--- config.mk ---
export PLATFORM = sky130hd
export DESIGN_NAME = reservation_station
export DESIGN_NICKNAME = d
export VERILOG_FILES = /design/src/rtl/reservation_station_pkg.sv /design/src/rtl/reservation_station_priority_enc.sv /design/src/rtl/reservation_station.sv
export SDC_FILE = /design/constraint.sdc
export NUM_CORES = 2
export LEC_CHECK = 0
export BUFFER_PORTS_ARGS = -buffer_cell sky130_fd_sc_hd__clkbuf_2
export CELL_PAD_IN_SITES_DETAIL_PLACEMENT = 0
export CELL_PAD_IN_SITES_GLOBAL_PLACEMENT = 1
export CORE_ASPECT_RATIO = 1.5
export CORE_MARGIN = 2
export CORE_UTILIZATION = 54
export CTS_BUF_LIST = sky130_fd_sc_hd__clkbuf_8 sky130_fd_sc_hd__clkbuf_16
export CTS_CLUSTER_DIAMETER = 60
export DETAILED_ROUTE_END_ITERATION = 6
export GPL_TIMING_DRIVEN = 1
export PLACE_DENSITY = 0.91
export SYNTH_ARGS = -nofsm -noshare
export SYNTH_HDL_FRONTEND = slang
export SYNTH_HIERARCHICAL = 1
export SYNTH_SLANG_ARGS = --single-unit
--- constraint.sdc ---
create_clock -name clk_in -period 7.2 [get_ports clk_in]
set_clock_uncertainty 0.05 [all_clocks]
set_input_delay 1.44 -clock clk_in [delete_from_list [all_inputs] [get_ports clk_in]]
set_output_delay 1.44 -clock clk_in [all_outputs]
set_load 0.05 [all_outputs]
--- src/rtl/reservation_station_pkg.sv ---
// -----------------------------------------------------------------------------
// reservation_station_pkg
// Shared widths, RISC-V opcode constants and entry/bundle types for the
// Tomasulo reservation station and its priority encoder.
// Optional feature macro used by the top: RS_LSB_CDB_EN (second CDB port).
// -----------------------------------------------------------------------------
package reservation_station_pkg;

   localparam int Q_WIDTH      = 5;
   localparam int RS_SIZE      = 16;
   localparam int RS_IDX_WIDTH = 4;
   localparam int DATA_W       = 32;
   localparam int OPCODE_W     = 7;
   localparam int FUNC3_W      = 3;
   localparam int FUNC7_W      = 7;

   localparam logic [OPCODE_W-1:0] OPC_LUI    = 7'b0110111;
   localparam logic [OPCODE_W-1:0] OPC_AUIPC  = 7'b0010111;
   localparam logic [OPCODE_W-1:0] OPC_JAL    = 7'b1101111;
   localparam logic [OPCODE_W-1:0] OPC_JALR   = 7'b1100111;
   localparam logic [OPCODE_W-1:0] OPC_BRANCH = 7'b1100011;
   localparam logic [OPCODE_W-1:0] OPC_LOAD   = 7'b0000011;
   localparam logic [OPCODE_W-1:0] OPC_STORE  = 7'b0100011;
   localparam logic [OPCODE_W-1:0] OPC_OP_IMM = 7'b0010011;
   localparam logic [OPCODE_W-1:0] OPC_OP     = 7'b0110011;

   // Fields handed to EX on dispatch.
   typedef struct packed {
      logic [OPCODE_W-1:0] opcode;
      logic [FUNC3_W-1:0]  func3;
      logic [FUNC7_W-1:0]  func7;
      logic [DATA_W-1:0]   v1;
      logic [DATA_W-1:0]   v2;
      logic [DATA_W-1:0]   imm;
      logic [DATA_W-1:0]   npc;
      logic [Q_WIDTH-1:0]  rob;
   } ex_bundle_t;

   // One station slot: the EX bundle plus operand tracking.
   typedef struct packed {
      ex_bundle_t          op;
      logic [Q_WIDTH-1:0]  q1;
      logic [Q_WIDTH-1:0]  q2;
      logic                q1_busy;
      logic                q2_busy;
   } rs_entry_t;

endpackage

--- src/rtl/reservation_station_priority_enc.sv ---
// -----------------------------------------------------------------------------
// rs_priority_enc
// Lowest-set-bit encoder used for free-slot and ready-slot selection.
// Ports:
//   i_req   [N-1:0]  request vector
//   o_idx   [W-1:0]  index of lowest set bit (0 when none set)
//   o_found          at least one request bit set
// -----------------------------------------------------------------------------
module rs_priority_enc
   import reservation_station_pkg::*;
#(
   parameter int N = RS_SIZE,
   parameter int W = RS_IDX_WIDTH
) (
   input  logic [N-1:0] i_req,
   output logic [W-1:0] o_idx,
   output logic         o_found
);

   // Scan from the top down so the lowest set bit is the last one written.
   always_comb begin
      o_idx   = '0;
      o_found = 1'b0;
      for (int i = N - 1; i >= 0; i--) begin
         if (i_req[i]) begin
            o_idx   = W'(i);
            o_found = 1'b1;
         end
      end
   end

endmodule

--- src/rtl/reservation_station.sv ---
// -----------------------------------------------------------------------------
// reservation_station
// Holds renamed instructions until both operands are available, snoops the
// CDB for missing operands and dispatches the lowest-index ready entry to EX
// each cycle as a registered bundle.
// Ports:
//   clk_in, rst_in (sync, active-high), rdy_in (freeze), clear_in (flush)
//   issue_*        : decoded instruction, operand values/tags/busy, imm, npc,
//                    destination ROB tag; issue_valid requests a write
//   rs_full        : every slot occupied
//   cdb_*          : ALU result broadcast (tag + value)
//   lsb_cdb_*      : second broadcast, present only with RS_LSB_CDB_EN
//   ex_*           : registered dispatch bundle, ex_valid marks a new one
// Optional feature macro: RS_LSB_CDB_EN
// -----------------------------------------------------------------------------
module reservation_station
   import reservation_station_pkg::*;
(
   input  logic                 clk_in,
   input  logic                 rst_in,
   input  logic                 rdy_in,
   input  logic                 clear_in,

   input  logic                 issue_valid,
   input  logic [OPCODE_W-1:0]  issue_opcode,
   input  logic [FUNC3_W-1:0]   issue_func3,
   input  logic [FUNC7_W-1:0]   issue_func7,
   input  logic [DATA_W-1:0]    issue_V1,
   input  logic [DATA_W-1:0]    issue_V2,
   input  logic [Q_WIDTH-1:0]   issue_Q1,
   input  logic [Q_WIDTH-1:0]   issue_Q2,
   input  logic                 issue_Q1_busy,
   input  logic                 issue_Q2_busy,
   input  logic [DATA_W-1:0]    issue_immediate,
   input  logic [DATA_W-1:0]    issue_npc,
   input  logic [Q_WIDTH-1:0]   issue_ROB_pos,
   output logic                 rs_full,

   input  logic                 cdb_valid,
   input  logic [Q_WIDTH-1:0]   cdb_ROB_pos,
   input  logic [DATA_W-1:0]    cdb_V,
`ifdef RS_LSB_CDB_EN
   input  logic                 lsb_cdb_valid,
   input  logic [Q_WIDTH-1:0]   lsb_cdb_ROB_pos,
   input  logic [DATA_W-1:0]    lsb_cdb_V,
`endif

   output logic                 ex_valid,
   output logic [OPCODE_W-1:0]  ex_opcode,
   output logic [FUNC3_W-1:0]   ex_func3,
   output logic [FUNC7_W-1:0]   ex_func7,
   output logic [DATA_W-1:0]    ex_V1,
   output logic [DATA_W-1:0]    ex_V2,
   output logic [DATA_W-1:0]    ex_immediate,
   output logic [DATA_W-1:0]    ex_npc,
   output logic [Q_WIDTH-1:0]   ex_ROB_pos
);

   rs_entry_t                r_entry [RS_SIZE];
   logic [RS_SIZE-1:0]       r_busy;
   ex_bundle_t               r_ex_p1;
   logic                     r_ex_vld_p1;

   logic [RS_SIZE-1:0]       w_free;
   logic [RS_SIZE-1:0]       w_ready;
   logic [RS_IDX_WIDTH-1:0]  w_free_idx;
   logic [RS_IDX_WIDTH-1:0]  w_rdy_idx;
   logic                     w_free_found;
   logic                     w_rdy_found;
   logic [RS_SIZE-1:0]       w_issue_oh;
   logic [RS_SIZE-1:0]       w_disp_oh;
   logic [RS_SIZE-1:0]       w_busy_nxt;
   logic [DATA_W:0]          w_q1_m [RS_SIZE];
   logic [DATA_W:0]          w_q2_m [RS_SIZE];
   logic [DATA_W:0]          w_iss1_m;
   logic [DATA_W:0]          w_iss2_m;
   rs_entry_t                w_new;

   // Returns {hit, value} for a tag against the broadcast bus(es). The ALU
   // bus is checked last so it wins when both buses carry the same tag.
   function automatic logic [DATA_W:0] cdb_match(input logic [Q_WIDTH-1:0] q);
      logic [DATA_W:0] m;
      m = '0;
`ifdef RS_LSB_CDB_EN
      if (lsb_cdb_valid && (lsb_cdb_ROB_pos == q)) m = {1'b1, lsb_cdb_V};
`endif
      if (cdb_valid && (cdb_ROB_pos == q)) m = {1'b1, cdb_V};
      return m;
   endfunction

   always_comb begin
      for (int i = 0; i < RS_SIZE; i++) begin
         w_free[i]  = ~r_busy[i];
         w_ready[i] = r_busy[i] & ~r_entry[i].q1_busy & ~r_entry[i].q2_busy;
         w_q1_m[i]  = cdb_match(r_entry[i].q1);
         w_q2_m[i]  = cdb_match(r_entry[i].q2);
      end
   end

   rs_priority_enc #(.N(RS_SIZE), .W(RS_IDX_WIDTH)) u_free_enc (
      .i_req   (w_free),
      .o_idx   (w_free_idx),
      .o_found (w_free_found)
   );

   rs_priority_enc #(.N(RS_SIZE), .W(RS_IDX_WIDTH)) u_ready_enc (
      .i_req   (w_ready),
      .o_idx   (w_rdy_idx),
      .o_found (w_rdy_found)
   );

   // New entry, with same-cycle CDB bypass into still-pending operands.
   always_comb begin
      w_iss1_m         = cdb_match(issue_Q1);
      w_iss2_m         = cdb_match(issue_Q2);
      w_new            = '0;
      w_new.op.opcode  = issue_opcode;
      w_new.op.func3   = issue_func3;
      w_new.op.func7   = issue_func7;
      w_new.op.imm     = issue_immediate;
      w_new.op.npc     = issue_npc;
      w_new.op.rob     = issue_ROB_pos;
      w_new.q1         = issue_Q1;
      w_new.q2         = issue_Q2;
      w_new.op.v1      = (issue_Q1_busy && w_iss1_m[DATA_W]) ? w_iss1_m[DATA_W-1:0] : issue_V1;
      w_new.op.v2      = (issue_Q2_busy && w_iss2_m[DATA_W]) ? w_iss2_m[DATA_W-1:0] : issue_V2;
      w_new.q1_busy    = issue_Q1_busy && !w_iss1_m[DATA_W];
      w_new.q2_busy    = issue_Q2_busy && !w_iss2_m[DATA_W];
   end

   // Free and ready slots come from pre-edge state, so the two one-hots can
   // never name the same slot.
   assign w_issue_oh = (issue_valid && w_free_found) ? (RS_SIZE'(1) << w_free_idx) : '0;
   assign w_disp_oh  = w_rdy_found ? (RS_SIZE'(1) << w_rdy_idx) : '0;
   assign w_busy_nxt = (r_busy & ~w_disp_oh) | w_issue_oh;

   // Stage p0 -> entry storage: wake-up and issue writes (no reset needed,
   // r_busy qualifies every slot).
   always_ff @(posedge clk_in) begin
      if (rdy_in && !clear_in) begin
         for (int i = 0; i < RS_SIZE; i++) begin
            if (r_busy[i] && r_entry[i].q1_busy && w_q1_m[i][DATA_W]) begin
               r_entry[i].op.v1   <= w_q1_m[i][DATA_W-1:0];
               r_entry[i].q1_busy <= 1'b0;
            end
            if (r_busy[i] && r_entry[i].q2_busy && w_q2_m[i][DATA_W]) begin
               r_entry[i].op.v2   <= w_q2_m[i][DATA_W-1:0];
               r_entry[i].q2_busy <= 1'b0;
            end
         end
         if (w_issue_oh != '0) r_entry[w_free_idx] <= w_new;
      end
   end

   // Stage p1 -> dispatch register and occupancy.
   always_ff @(posedge clk_in) begin
      if (rst_in) begin
         r_busy      <= '0;
         r_ex_vld_p1 <= 1'b0;
         r_ex_p1     <= '0;
      end else if (rdy_in) begin
         if (clear_in) begin
            r_busy      <= '0;
            r_ex_vld_p1 <= 1'b0;
         end else begin
            r_busy      <= w_busy_nxt;
            r_ex_vld_p1 <= w_rdy_found;
            if (w_rdy_found) r_ex_p1 <= r_entry[w_rdy_idx].op;
         end
      end else begin
         r_ex_vld_p1 <= 1'b0;
      end
   end

   assign rs_full      = &r_busy;
   assign ex_valid     = r_ex_vld_p1;
   assign ex_opcode    = r_ex_p1.opcode;
   assign ex_func3     = r_ex_p1.func3;
   assign ex_func7     = r_ex_p1.func7;
   assign ex_V1        = r_ex_p1.v1;
   assign ex_V2        = r_ex_p1.v2;
   assign ex_immediate = r_ex_p1.imm;
   assign ex_npc       = r_ex_p1.npc;
   assign ex_ROB_pos   = r_ex_p1.rob;

endmodule

* Yosys cells after proc, flatten, opt, wreduce, memory -nomap -nowiden
Memory sizes are Yosys's and may differ from the RTL's. A register that Yosys moved wholly into a read port is not among the register bits. Cells that the tools add are included.
Storage, ports and cells: flip-flop bits (word level) 17, memory bits (writable) 2592, input bits 205, output and inout bits 152, word-level logic and storage cells 421, memories 1
Memories:
- r_entry | depth 16, bits a word 162, read ports 17, clocked after memory_dff 1, write ports 17, RTL line reservation_station.sv:59 | rs_entry_t r_entry [RS_SIZE];
Cells by class: equal/unequal tests 34, shift operators 2, mux-type cells 202, bitwise logic cells 69, reduce and logical (&&, ||, !) cells 111
Operators by type and width (number):
- two-way mux 33 bit | 34
- == test 5 bit | 34
- two-way mux 1 bit | 131
- two-way mux 4 bit | 32
- logical AND 1 bit | 104
- two-way mux 32 bit | 2
- two-way mux 16 bit | 3
- NOT 1 bit | 34
- bitwise AND 1 bit | 32
- << shifter 1 x 4 -> 16 bit (first input constant) | 2
- bitwise AND 16 bit | 1
- NOT 16 bit | 1
- bitwise OR 16 bit | 1
- AND reduction 16 bit | 1
- nonzero test 16 bit | 1
- logical NOT 1 bit | 3
- AND reduction 3 bit | 1
- OR reduction 3 bit | 1

* Logic depth before layout (Yosys ltp)
An unclocked memory read counts as a cell.
depth in word-level cells 26, gate-level depth with buffers 16, depth with buffers taken out 11

* Modules after synthesis
The synthesis kept the hierarchy.
Modules (own cells, without submodules):
- reservation_station | times used 1, cells an instance 7100, area an instance 116531.8 µm², seq. area each 81177.9 µm²
- rs_priority_enc | times used 2, cells an instance 33, area an instance 178.9 µm², seq. area each 0.0 µm²

* Worst setup path before layout
No wires, ideal clock.
path type input to register, start point input clear_in, end point memory r_entry[6][113] (netlist name) (enable), setup time 0.391 ns, arrival 6.108 ns, required time 6.759 ns, setup slack 0.651 ns, cell stages on the path 7, path buffers 3, cell sequence buf_6 > nand4b_4 > or3_1 > clkbuf_1 > inv_2 > clkbuf_1 > a41o_1
RTL lines:
- start: declaration | RTL line reservation_station.sv:22 | input logic clear_in,
- end: declaration | RTL line reservation_station.sv:59

==> flow_summary.ini <==
[power]
peakVddDrop_uv = 213
power_frac_comb = 0.026
power_density_nw_per_um2 = 242
p_clk_frac = 0.414
switching_share = 0.208
power.total_uw = 31200
p_seq_frac = 0.560
internal-power_uw = 24700
leakagePower_uw = 0.0407
switchingPower_uw = 6490

[yosys]
synth_compound_area_frac = 0.127
ys_types = 67
synth.area.mux_share = 0.107
yosys.area_share.simple = 0.0272
yosys_warnings = 6
synth_nets = 7371
synthAdderAreaFrac = 0
ys_ff_latch = 2759
synth-xor-area-share = 0.0127
netlist_area_sq_um = 117000
ys_async_sr_fraction = 0
yosysSeqAreaShare = 0.694
synth_top_family_by_area = compound AO/OA/AOI/OAI gates
avgSynthCellArea_sq_um = 16.3
synth_flop_cell = edfxtp_1
synth_edf_count = 2592
syn-instance-count = 7166

[finish]
final_layout_size_suffix_gt1_frac = 0.187
register_area_sq_um = 81200
nets = 7339
fillers = 15310
area_delta_synth_final_pct = 10.3
multi_input_area_sq_um = 32900

[outcome]
outcome = complete, no violations

[worst_setup_path]
r2r_slack_ps = 2050
r2r-end = r_entry[9][98]
reg2reg_from = r_busy[5]
endpoint = r_entry[9][98]
endpoint_kind = flip-flop
path_class = flip-flop to flip-flop
worst_setup_path_start_kind = flip-flop
required_ps = 7760
r2r_cells = 9
crit_fanout = 59
cp-startpoint = r_busy[5]
arrival_ps = 5710

[min_path]
min_from = ex_func7[6]
min_path_type = flip-flop to flip-flop

[clocking]
holdBufCountCts = 0
post-cts-setup-buffer-count = 0
cts_tree = done
cts_num_sinks = 2759
numCtsBuffers = 243
cts-resized-gates = 0
clk_pin_slew_ps = 60
cts.htree.levels = 4
worstSkewPairLatency_ps = 910
ctsLongestPathBuffers = 4
clockRootBuffer = clkbuf_16

[floorplanning]
pin_count = 357
start_util = 0.542
core_area_sq_um = 216000
die_w_um = 384
die_h_um = 574
rows = 209
die_area_sq_um = 220000

[timing]
whs_ps = 423
setup_violations = 0
max-slew-margin-rel = 0.0924
fin_crit_sh = 0.716
period_minus_slack_ps = 5150
tns_ps = 0
tightest_slew_ps = 1360
hold_viol_final = 0
finalMaxSlewViolations = 0
rsz0062_at_grt = false
fmaxAchievable_ghz = 0.194

[global_routing]
grt_pass1_vias = 72340
overflow = 0
track_usage = 0.321
grt_pass1_wl_um = 508000
grt_max_degree = 127
antenna_found_initial = 53

[placed_design]
hpwl_um = 199000
portBuffers = 356
gp_congestion = 0.946

[routing]
via_per_inst = 7.12
drc = 0
wl_per_cell_um = 35.3
dr.pass1.iters = 6
vias = 72659
dr.first_iter.drc_count = 10380
drt-total-wl_um = 361000
drtAntennaViolNets = 0

[job]
maxCapViolCount = 0
-- worst min path at each step --
stage	to	slack, ps	depth (start not counted)
after floorplan	ex_ROB_pos[0]	460	2
after detailed placement	ex_func7[6]	410	2
after CTS	ex_func7[6]	420	2
after global placement	ex_func7[5]	400	2
after global routing	ex_V1[30]	440	2
final	ex_func7[6]	420	2
-- placed cells by master (no fill, tap or decap), types with 143 or more instances in the layout --
cell type,instances
a21oi_1,143
a22o_1,1001
a22oi_1,180
a32oi_1,150
clkbuf_16,244
clkbuf_2,356
dfxtp_1,167
edfxtp_1,2592
mux2i_1,496
mux4_2,300
nor2_1,208
o21ai_0,288
-- final cells by class --
cell class,instances,area share
sequential,2759,0.630
multi-input combinational,3587,0.255
clock buffer,263,0.0494
tap,2848,0.0276
timing repair buffer,503,0.0244
clock inverter,182,0.0115
inverter,40,0.00179
antenna,28,0.000543
-- critical path: stages (launching register included) --
cell	delay (ps)
dfxtp_1	550
inv_1	210
nor4_2	350
nor3b_1	1070
nand2b_1	190
or3_1	630
inv_6	680
nor2_1	100
a2bb2o_2	590
a22o_1	370
-- power groups by stage --
stage	Combinational [uW]	Clock, uW	Sequential, uW
5_1_grt	846	13500	17500
2_1_floorplan	391	0	17800
6_report	813	12900	17500
4_1_cts	790	13000	17500
3_5_place_dp	786	0	17800
3_3_place_gp	754	0	17800
-- cells in the mapped netlist, drive strengths merged (3+ instances only) --
master	count	area (sq um)
a21oi	144	721
a221o	18	180
a22o	1001	8770
a22oi	180	1350
a2bb2o	3	51.3
a31oi	3	18.8
a32oi	150	1310
a41o	7	70.1
and2	8	50.1
and3	21	131
buf	419	2150
clkbuf	361	1360
dfxtp	167	3340
edfxtp	2592	77800
inv	39	149
mux2	68	766
mux2i	498	5010
mux4	300	6760
nand2	58	233
nand2b	128	801
nand3	64	325
nand4	11	68.8
nor2	241	912
nor2b	6	37.5
nor3	50	250
nor3b	5	37.5
nor4	15	155
o211ai	3	22.5
o21ai	309	1550
o21bai	3	33.8
o22ai	86	629
o31ai	8	65.1
or3	9	56.3
or4	5	41.3
xnor2	74	648
xor2	96	841
-- metrics by stage --
stage / setup slack [ps] / area [sq um] / instances / utilization
floorplan: 651 / 117000 / 7166 / -
global placement: 2130 / 121000 / 9737 / 0.561
detailed placement: 2080 / 121000 / 9737 / 0.561
CTS: 2230 / 129000 / 10182 / 0.597
global route: 1890 / 129000 / 10193 / 0.598
finish: 2050 / 129000 / 10210 / 0.598
-- cell families after synthesis --
logic type                count (synthesis)
DFF                                    2759
buffers and inverters                   820
and+or+nand+nor                         629
xor gates and xnor gates                170
AOI/OAI and AO/OA                      1922
muxes                                   866
-- flip-flops by register name, indices dropped and copies added, names as in the netlist --
register and count:
ex_immediate 32, ex_V1 32, r_busy 16, ex_func3 3, r_entry 2592, ex_opcode 7, ex_V2 32, ex_ROB_pos 5
ex_valid 1, ex_npc 32, ex_func7 7
-- routing by layer --
metal,up-vias,routed length [um],track usage
met2,5719,176000,0.526
li1,28910,-,-
met1,36660,119000,0.390
met5,-,302,0
met4,50,22800,0.186
met3,1320,42700,0.0727
Note: power is estimated with default switching activity, not from simulation.
